<file path="src/rtl/dct_stream_pkg.sv">
// Shared definitions for streaming DCT stages: default geometry, index width
// helper and the sample-field slicing convention for parallel block buses.
package dct_stream_pkg;

   localparam int unsigned DEF_BLOCK_SIZE = 8;
   localparam int unsigned DEF_DATA_W     = 16;

   // Index width for a block of n samples; never narrower than one bit.
   function automatic int unsigned idx_w(input int unsigned n);
      return (n < 2) ? 1 : $clog2(n);
   endfunction

   // Sample k of a parallel block bus lives at [sample_lsb(k, w) +: w].
   function automatic int unsigned sample_lsb(input int unsigned k, input int unsigned w);
      return k * w;
   endfunction

endpackage

</file>
<file path="src/rtl/block_emitter_if.sv">
// Block-in / sample-out handshake bundle for block_emitter.
// master = producer/consumer side, slave = the emitter itself.
interface block_emitter_if
   import dct_stream_pkg::*;
#(
   parameter int unsigned BLOCK_SIZE = DEF_BLOCK_SIZE,
   parameter int unsigned DATA_W     = DEF_DATA_W
);
   localparam int unsigned IDX_W = idx_w(BLOCK_SIZE);

   logic                         in_valid;
   logic                         in_ready;
   logic [BLOCK_SIZE*DATA_W-1:0] in_data;
   logic                         out_valid;
   logic                         out_ready;
   logic [DATA_W-1:0]            out_data;
   logic [IDX_W-1:0]             out_idx;
   logic                         out_first;
   logic                         out_last;

   modport master (
      output in_valid, in_data, out_ready,
      input  in_ready, out_valid, out_data, out_idx, out_first, out_last
   );

   modport slave (
      input  in_valid, in_data, out_ready,
      output in_ready, out_valid, out_data, out_idx, out_first, out_last
   );

endinterface

</file>
<file path="src/rtl/block_pingpong_buf.sv">
// Two-slot block store with write select and a combinational sample read mux
// addressed by (rd_sel, rd_idx).
module block_pingpong_buf
   import dct_stream_pkg::*;
#(
   parameter  int unsigned BLOCK_SIZE = DEF_BLOCK_SIZE,
   parameter  int unsigned DATA_W     = DEF_DATA_W,
   localparam int unsigned IDX_W      = idx_w(BLOCK_SIZE)
) (
   input  logic                         clk,
   input  logic                         wr_en,
   input  logic                         wr_sel,
   input  logic [BLOCK_SIZE*DATA_W-1:0] wr_data,
   input  logic                         rd_sel,
   input  logic [IDX_W-1:0]             rd_idx,
   output logic [DATA_W-1:0]            rd_data_c
);

   // Slot contents carry no reset; occupancy in the controller qualifies them.
   logic [BLOCK_SIZE*DATA_W-1:0] slot_q [2];

   always_ff @(posedge clk) begin
      if (wr_en) slot_q[wr_sel] <= wr_data;
   end

   // Explicit compare per sample keeps non-power-of-two block sizes in range.
   always_comb begin
      rd_data_c = '0;
      for (int unsigned k = 0; k < BLOCK_SIZE; k++) begin
         if (rd_idx == IDX_W'(k)) rd_data_c = slot_q[rd_sel][sample_lsb(k, DATA_W) +: DATA_W];
      end
   end

endmodule

</file>
<file path="src/rtl/block_emitter.sv">
// Serialises parallel blocks into one indexed, framed sample per cycle using
// ping-pong storage. Optional block counter: define BLOCK_EMITTER_BLKCNT_EN.
module block_emitter
   import dct_stream_pkg::*;
#(
   parameter int unsigned BLOCK_SIZE = DEF_BLOCK_SIZE,
   parameter int unsigned DATA_W     = DEF_DATA_W
) (
   input  logic            clk,
   input  logic            rst,
   block_emitter_if.slave  bus
`ifdef BLOCK_EMITTER_BLKCNT_EN
   ,
   output logic [15:0]     blk_cnt,
   output logic            blk_busy
`endif
);

   localparam int unsigned      IDX_W    = idx_w(BLOCK_SIZE);
   localparam logic [IDX_W-1:0] LAST_IDX = IDX_W'(BLOCK_SIZE - 1);

   logic [1:0]        cnt_q, cnt_d;
   logic              wr_sel_q, wr_sel_d;
   logic              rd_sel_q, rd_sel_d;
   logic [IDX_W-1:0]  rd_idx_q, rd_idx_d;

   logic              have_c;
   logic              full_c;
   logic              load_c;
   logic              pop_c;
   logic              at_last_c;
   logic              pop_last_c;
   logic [DATA_W-1:0] rd_data_c;

   // Control state register.
   always_ff @(posedge clk) begin
      if (rst) begin
         cnt_q    <= 2'd0;
         wr_sel_q <= 1'b0;
         rd_sel_q <= 1'b0;
         rd_idx_q <= '0;
      end else begin
         cnt_q    <= cnt_d;
         wr_sel_q <= wr_sel_d;
         rd_sel_q <= rd_sel_d;
         rd_idx_q <= rd_idx_d;
      end
   end

   // Next-state: loads fill wr_sel, pops walk rd_idx and retire a slot on the last sample.
   always_comb begin
      have_c     = (cnt_q != 2'd0);
      full_c     = (cnt_q == 2'd2);
      load_c     = bus.in_valid && !full_c;
      pop_c      = have_c && bus.out_ready;
      at_last_c  = (rd_idx_q == LAST_IDX);
      pop_last_c = pop_c && at_last_c;

      wr_sel_d = wr_sel_q;
      rd_sel_d = rd_sel_q;
      rd_idx_d = rd_idx_q;
      cnt_d    = cnt_q;

      if (load_c) wr_sel_d = ~wr_sel_q;

      if (pop_c) begin
         if (at_last_c) begin
            rd_idx_d = '0;
            rd_sel_d = ~rd_sel_q;
         end else begin
            rd_idx_d = rd_idx_q + IDX_W'(1);
         end
      end

      // Load and final pop together leave occupancy unchanged.
      case ({load_c, pop_last_c})
         2'b10:   cnt_d = cnt_q + 2'd1;
         2'b01:   cnt_d = cnt_q - 2'd1;
         default: cnt_d = cnt_q;
      endcase
   end

   block_pingpong_buf #(
      .BLOCK_SIZE (BLOCK_SIZE),
      .DATA_W     (DATA_W)
   ) u_buf (
      .clk       (clk),
      .wr_en     (load_c),
      .wr_sel    (wr_sel_q),
      .wr_data   (bus.in_data),
      .rd_sel    (rd_sel_q),
      .rd_idx    (rd_idx_q),
      .rd_data_c (rd_data_c)
   );

   // Interface outputs decode registered state only; out_ready never reaches in_ready.
   assign bus.in_ready  = !full_c;
   assign bus.out_valid = have_c;
   assign bus.out_data  = have_c ? rd_data_c : '0;
   assign bus.out_idx   = rd_idx_q;
   assign bus.out_first = have_c && (rd_idx_q == '0);
   assign bus.out_last  = have_c && at_last_c;

`ifdef BLOCK_EMITTER_BLKCNT_EN
   logic [15:0] blk_cnt_q;

   // Completed-block counter, wraps naturally at 16 bits.
   always_ff @(posedge clk) begin
      if (rst)             blk_cnt_q <= 16'd0;
      else if (pop_last_c) blk_cnt_q <= blk_cnt_q + 16'd1;
   end

   assign blk_cnt  = blk_cnt_q;
   assign blk_busy = (rd_idx_q != '0);
`endif

endmodule

</file>
<file path="src/flat_wrapper.sv">
// flat-port wrapper written by rule: the top's interface ports become plain ports
module block_emitter_flat import dct_stream_pkg::*;
#(
   parameter int unsigned BLOCK_SIZE = DEF_BLOCK_SIZE,
   parameter int unsigned DATA_W     = DEF_DATA_W
)
  (clk, rst, bus_in_valid, bus_in_data, bus_out_ready, bus_in_ready, bus_out_valid, bus_out_data, bus_out_idx, bus_out_first, bus_out_last);
  block_emitter_if #(.BLOCK_SIZE(BLOCK_SIZE), .DATA_W(DATA_W)) bus_i ();
  input  logic clk;
  input  logic rst;
  input wire logic [$bits(bus_i.in_valid)-1:0] bus_in_valid;
  input wire logic [$bits(bus_i.in_data)-1:0] bus_in_data;
  input wire logic [$bits(bus_i.out_ready)-1:0] bus_out_ready;
  output wire logic [$bits(bus_i.in_ready)-1:0] bus_in_ready;
  output wire logic [$bits(bus_i.out_valid)-1:0] bus_out_valid;
  output wire logic [$bits(bus_i.out_data)-1:0] bus_out_data;
  output wire logic [$bits(bus_i.out_idx)-1:0] bus_out_idx;
  output wire logic [$bits(bus_i.out_first)-1:0] bus_out_first;
  output wire logic [$bits(bus_i.out_last)-1:0] bus_out_last;
  assign bus_i.in_valid = bus_in_valid;
  assign bus_i.in_data = bus_in_data;
  assign bus_i.out_ready = bus_out_ready;
  assign bus_in_ready = bus_i.in_ready;
  assign bus_out_valid = bus_i.out_valid;
  assign bus_out_data = bus_i.out_data;
  assign bus_out_idx = bus_i.out_idx;
  assign bus_out_first = bus_i.out_first;
  assign bus_out_last = bus_i.out_last;
  block_emitter #(.BLOCK_SIZE(BLOCK_SIZE), .DATA_W(DATA_W)) u_core (.clk(clk), .rst(rst), .bus(bus_i));
endmodule
</file>
<file path="config.mk">
export PLATFORM = sky130hd
export DESIGN_NAME = block_emitter_flat
export DESIGN_NICKNAME = d
export VERILOG_FILES = /design/src/rtl/dct_stream_pkg.sv /design/src/rtl/block_emitter_if.sv /design/src/rtl/block_pingpong_buf.sv /design/src/rtl/block_emitter.sv /design/src/flat_wrapper.sv
export SDC_FILE = /design/constraint.sdc
export NUM_CORES = 1
export LEC_CHECK = 0
export ABC_AREA = 1
export BUFFER_PORTS_ARGS = -buffer_cell sky130_fd_sc_hd__buf_4
export CAP_MARGIN = 20
export CORE_MARGIN = 10
export CORE_UTILIZATION = 30
export CTS_CLUSTER_DIAMETER = 150
export DETAILED_ROUTE_END_ITERATION = 10
export SYNTH_ARGS = -nofsm -noshare
export SYNTH_HDL_FRONTEND = slang
export SYNTH_SLANG_ARGS = --single-unit
</file>
<file path="constraint.sdc">
create_clock -name clk -period 10 [get_ports clk]
set_clock_uncertainty 0.15 [all_clocks]
set_input_delay 1 -clock clk [delete_from_list [all_inputs] [get_ports clk]]
set_output_delay 1 -clock clk [all_outputs]
set_load 0.01 [all_outputs]
</file>
**Yosys cells after proc, flatten, opt, wreduce, memory -nomap -nowiden**

Memories as Yosys holds them, arrays and structs flattened. A register that Yosys moved wholly into a read port is not among the register bits.
Cells that the tools add are included.
W data, S select, Z words.

- Register bits after elaboration: 7
- Latch bits: 0
- Bits in writable memories: 256
- Bits in read-only memories: 0
- Input port bits: 132
- Output and inout port bits: 23
- Memories: 1

- $add $sub $neg: 3
- Multiply operators: 0
- Div/mod/pow operators: 0
- $lt $le $gt $ge: 0
- Eq/ne operators: 10
- Shift operators: 0
- Muxes and demuxes: 15
- Bitwise gates (word level): 2
- Reductions and logical operators: 10

Memory list:

| memory | words | width | read ports | clocked after memory_dff | write ports | RTL line | source |
|---|---|---|---|---|---|---|---|
| u_core.u_buf.slot_q | 2 | 128 | 1 | 1 | 1 | block_pingpong_buf.sv:20 | `logic [BLOCK_SIZE*DATA_W-1:0] slot_q [2];` |

Operators with widths:

| kind | count |
|---|---|
| $mux W16 | 9 |
| $eq A3 B3 Y1 const B | 4 |
| $eq A3 B2 Y1 const B | 2 |
| $logic_and A1 B1 Y1 | 5 |
| $eq A2 B2 Y1 const B | 2 |
| $mux W1 | 4 |
| $pmux W2 S2 | 1 |
| $reduce_bool A2 Y1 | 2 |
| $add A3 B1 Y3 const B | 1 |
| $eq A3 B1 Y1 const B | 1 |
| $logic_not A3 Y1 | 1 |
| $mux W3 | 1 |
| $add A2 B1 Y2 const B | 1 |
| $eq A2 B1 Y1 const B | 1 |
| $not A1 Y1 | 2 |
| $reduce_and A2 Y1 | 1 |
| $sub A2 B1 Y2 const B | 1 |
| $logic_not A1 Y1 | 1 |

**Logic depth before layout (Yosys ltp)**

- Depth in word-level cells: 10
- Depth in mapped cells: 14

**Cells and area by module**

Synthesis repeated with hierarchy kept, for this count alone.

- Cell total of the unflattened synthesis: 920
- Area total of the unflattened synthesis: 10,715.3 um^2

By module, submodules not included:

| module | instances | cells an instance | area an instance (um^2) | sequential area each (um^2) |
|---|---|---|---|---|
| block_pingpong_buf | 1 | 825 | 10,179.8 | 7,687.4 |
| block_emitter | 1 | 95 | 535.5 | 140.1 |

**Worst setup path after synthesis**

No wires, ideal clock.

- Path kind: input-to-reg
- Start: input bus_in_valid
- End: memory u_core.u_buf.slot_q[1][0] (netlist name) (enable)
- Data arrival time: 6,436 ps
- Path slack: 2,796 ps
- Stages: 2
- Path buffers: 0
- Path through: nand2_1 nor2_1

- Word-level cells in the longest chain between the ends: 3

RTL lines:

| what | RTL line | source |
|---|---|---|
| start, declared | flat_wrapper.sv:11 | `input wire logic [$bits(bus_i.in_valid)-1:0] bus_in_valid;` |
| $logic_and A1 B1 Y1 | block_emitter.sv:54 | `load_c = bus.in_valid && !full_c;` |
| $mux W1 | block_pingpong_buf.sv:23 | `if (wr_en) slot_q[wr_sel] <= wr_data;` |
| $mux W1 (implied by the code) | block_pingpong_buf.sv:23 |  |
| end, declared | block_pingpong_buf.sv:20 |  |

No other way between the ends.

==> metrics.md <==
| Metric | Value |
|---|---|
| Initial antenna violation count | 6 |
| Core area | 36500 um^2 |
| Initial DRC Count | between 600 and 700 |
| Crit path max fanout | between 80 and 90 |
| Syn Nets | 1137 |
| H-tree depth | 1 |
| Die span in x | around 210 um |
| Vias per Instance | approximately 4.5 |
| Max VDD drop | between 0.00015 and 0.0002 V |
| Max Clk Rate | approximately 220 MHz |
| WL/cell | approximately 18 um |
| Hold buffer count at CTS | 0 |
| Area share of the largest cell type after synthesis | 69.4% |
| Register area share after synthesis | between 70% and 80% |
| Pins Over Slew Limit | 0 |
| Fin crit share | between 40 and 50% |
| Critical Path Max Stage Delay | around 0.8 ns |
| Post-CTS setup buffers | 0 |
| Min-Delay Path Class | flip-flop to flip-flop |
| WP buf/inv | 3 |
| Slew @ Worst Pin | between 1 and 1.5 ns |
| Area grow syn2layout | 21.7% |
| Max Root-Sink Buffers | 3 |
| Yosys warning count | 0 |
| Gr ovfl total | 0 |
| # nets final | about 1300 |
| CP max stage cell | buf_4 |
| RSZ-0062 raised after global routing | no |
| Hpwl dp | between 15 and 20 mm |
| Die ar. | ~45000 um^2 |
| Die Span Y | ~210 um |
| Number of clock sinks | 264 |
| Vias | between 7000 and 8000 |
| Hold_ws | between 0.3 and 0.4 ns |
| Post-layout min period | 4.48 ns |
| Max-Cap Viols | 0 |
| Fill count | roughly 3500 |
| First-pass GRT wire length | ~44 mm |
| CP Launch Type | flip-flop |
| Power Dens Cells | between 150 and 200 nW/um^2 |
| Cell area after synthesis | between 10000 and 15000 um^2 |
| Top delay family on crit path | buffers and inverters |
| Register Area | between 7000 and 8000 um^2 |
| Area of the multi-input gates | about 2600 um^2 |
| Most common cell after layout, fill and taps aside | nand2_1 |
| Routed WL | around 29 mm |
| I/O Pins | 155 |
| Layout cells sized above 1 | about 19% |
| Vias in the first global route | around 7200 |
| Post-Synthesis Cells | about 1000 |
| Tot GR Track Use | 12.7% |
| Post-CTS Resized | 0 |
| Pre-antenna DRT Iters | 6 |
| Worst setup margin | 5.52 ns |
| Worst Path Required | approximately 9 ns |
| Gpl congestion | around 0.76 |
| Clk Latency, worst-skew pair | 0.52 ns |
| Area contributors post-synth | edfxtp_1 69%, nand2_1 12%, nand3_1 3.6%, inv_1 3.1%, nor2_1 2.1% |
| Cell Count, Final, Fillers Out | between 1500 and 2000 |
| Setup TNS Final | 0 ns |
| Most used cell, CP | nand2_1 |
| CP Data Arrival Time | around 3.3 ns |
| Leading area contributor after synthesis | edfxtp_1 |
| Residual DRC | 0 |
| CTS buffer count | 26 |
| Synth Area per Inst | roughly 11 um^2 |
| Most frequent cells in the layout | 344 x nand2_1, 256 x edfxtp_1, 162 x buf_4 |
| CP endpoint kind | primary output |
| DP Cell Count | between 1500 and 2000 |
| Leakage | ~0.0054 uW |
| Clock Tree Root | clkbuf_16 |
| Distinct cell type count after synthesis | 27 |
| CP Cell Sequence | inv_4, buf_4, nand2_1, a31oi_1, nand2_1, nand2_1, nand2_1, nand2_1, nand2_1, a21oi_1, buf_4 |
| Relative slew margins | 29.8% |
| Largest net degree at the start of global routing | 85 |
| Final Hold Vio Count | 0 |
| Number of placement rows | 70 |
| Number of port buffers | 154 |
| Status | complete, no violations |
| CP Class | flip-flop to primary output |
| Dpl ws | 6.02 ns |
| Yosys reg bits | between 200 and 300 |
| Endpoints failing setup | 0 |
| Initial Util | ~30% |
| CTS tree | built |
| DRT antenna net count | 0 |
| CTS clk-pin slew, worst paths | about 0.06 ns |
stage by stage:
stage               area [um^2]  power (uW)  util (%)
CTS                       13500        2550      36.9
global placement          12700        1610      34.6
detailed placement        12700        1610      34.6
finish                    13500        2530      36.9
floorplan                 11100        1480         -
global route              13500        2620      36.9
power by group:
| group | switching, uW | internal, uW | total, uW |
|---|---|---|---|
| clock | 404 | 543 | 947 |
| combinational | 173 | 96.3 | 269 |
| sequential | 18.6 | 1290 | 1310 |
| total | 595 | 1930 | 2530 |
worst min-delay path, stage by stage (launching register included):
cell,delay (ns)
dfxtp_1,0.31
nand2_1,0.08
a21oi_1,0.06
sequential cells by signal (all words and copies together), names as in the netlist, named ones only:
| name | count |
|---|---|
| u_core.rd_sel_q | 1 |
| u_core.cnt_q | 2 |
| u_core.bus.out_idx | 3 |
| u_core.u_buf.slot_q | 256 |
| u_core.wr_sel_q | 1 |
worst paths after layout:
path,startpoint,endpoint,slack (ns),depth (start not counted)
worst max-delay path,flip-flop,bus_out_data[13],5.52,11
worst min-delay path,u_core.rd_sel_q,flip-flop,0.34,2
worst max register to register,u_core.bus.out_idx[2],u_core.cnt_q[1],6.72,9
worst min register to register,u_core.rd_sel_q,flip-flop,0.34,2
cell usage after synthesis:
library cell	count
inv_2	3
ha_1	7
buf_2	31
nand2_2	1
a31oi_1	16
nor2_1	61
inv_1	91
o31ai_1	16
nor3_1	1
buf_4	2
buf_6	3
or2_1	1
nor2_8	3
a21oi_1	23
buf_1	2
dfxtp_1	8
a31o_2	1
nor3b_1	1
edfxtp_1	256
o21ai_0	27
o21ai_1	5
nand3_1	80
a211oi_1	2
nand2_1	344
clkinv_2	1
clkbuf_1	11
nand2_4	1
cell type report:
type / instances / share of cell area, %
Antenna cell: 3 / 0.0557
Clock buffer: 30 / 5.09
Clock inverter: 18 / 1.03
Inverter: 95 / 2.67
Multi-Input combinational cell: 590 / 19.6
Sequential cell: 264 / 58.2
Tap cell: 468 / 4.34
Timing Repair Buffer: 162 / 9.02
logic make-up after synthesis:
family                     after synthesis  share of synthesized area (%)
AOI/OAI and AO/OA                       90                           4.69
adders and majority gates                7                          0.790
buffers and inverters                  144                           5.51
DFF                                    264                           70.8
and+or+nand+nor                        493                           18.2
routing by layer:
layer	global-route usage, %	vias to the layer above	wire (um)	share of wire, %
met5	0	-	57	0.19
met4	4.12	6	746	2.5
met3	3.09	48	2050	7.0
met2	22.3	223	15200	52
met1	14.8	3483	11400	39
li1	-	3633	-	-
Note: power is estimated with default switching activity, not from simulation.
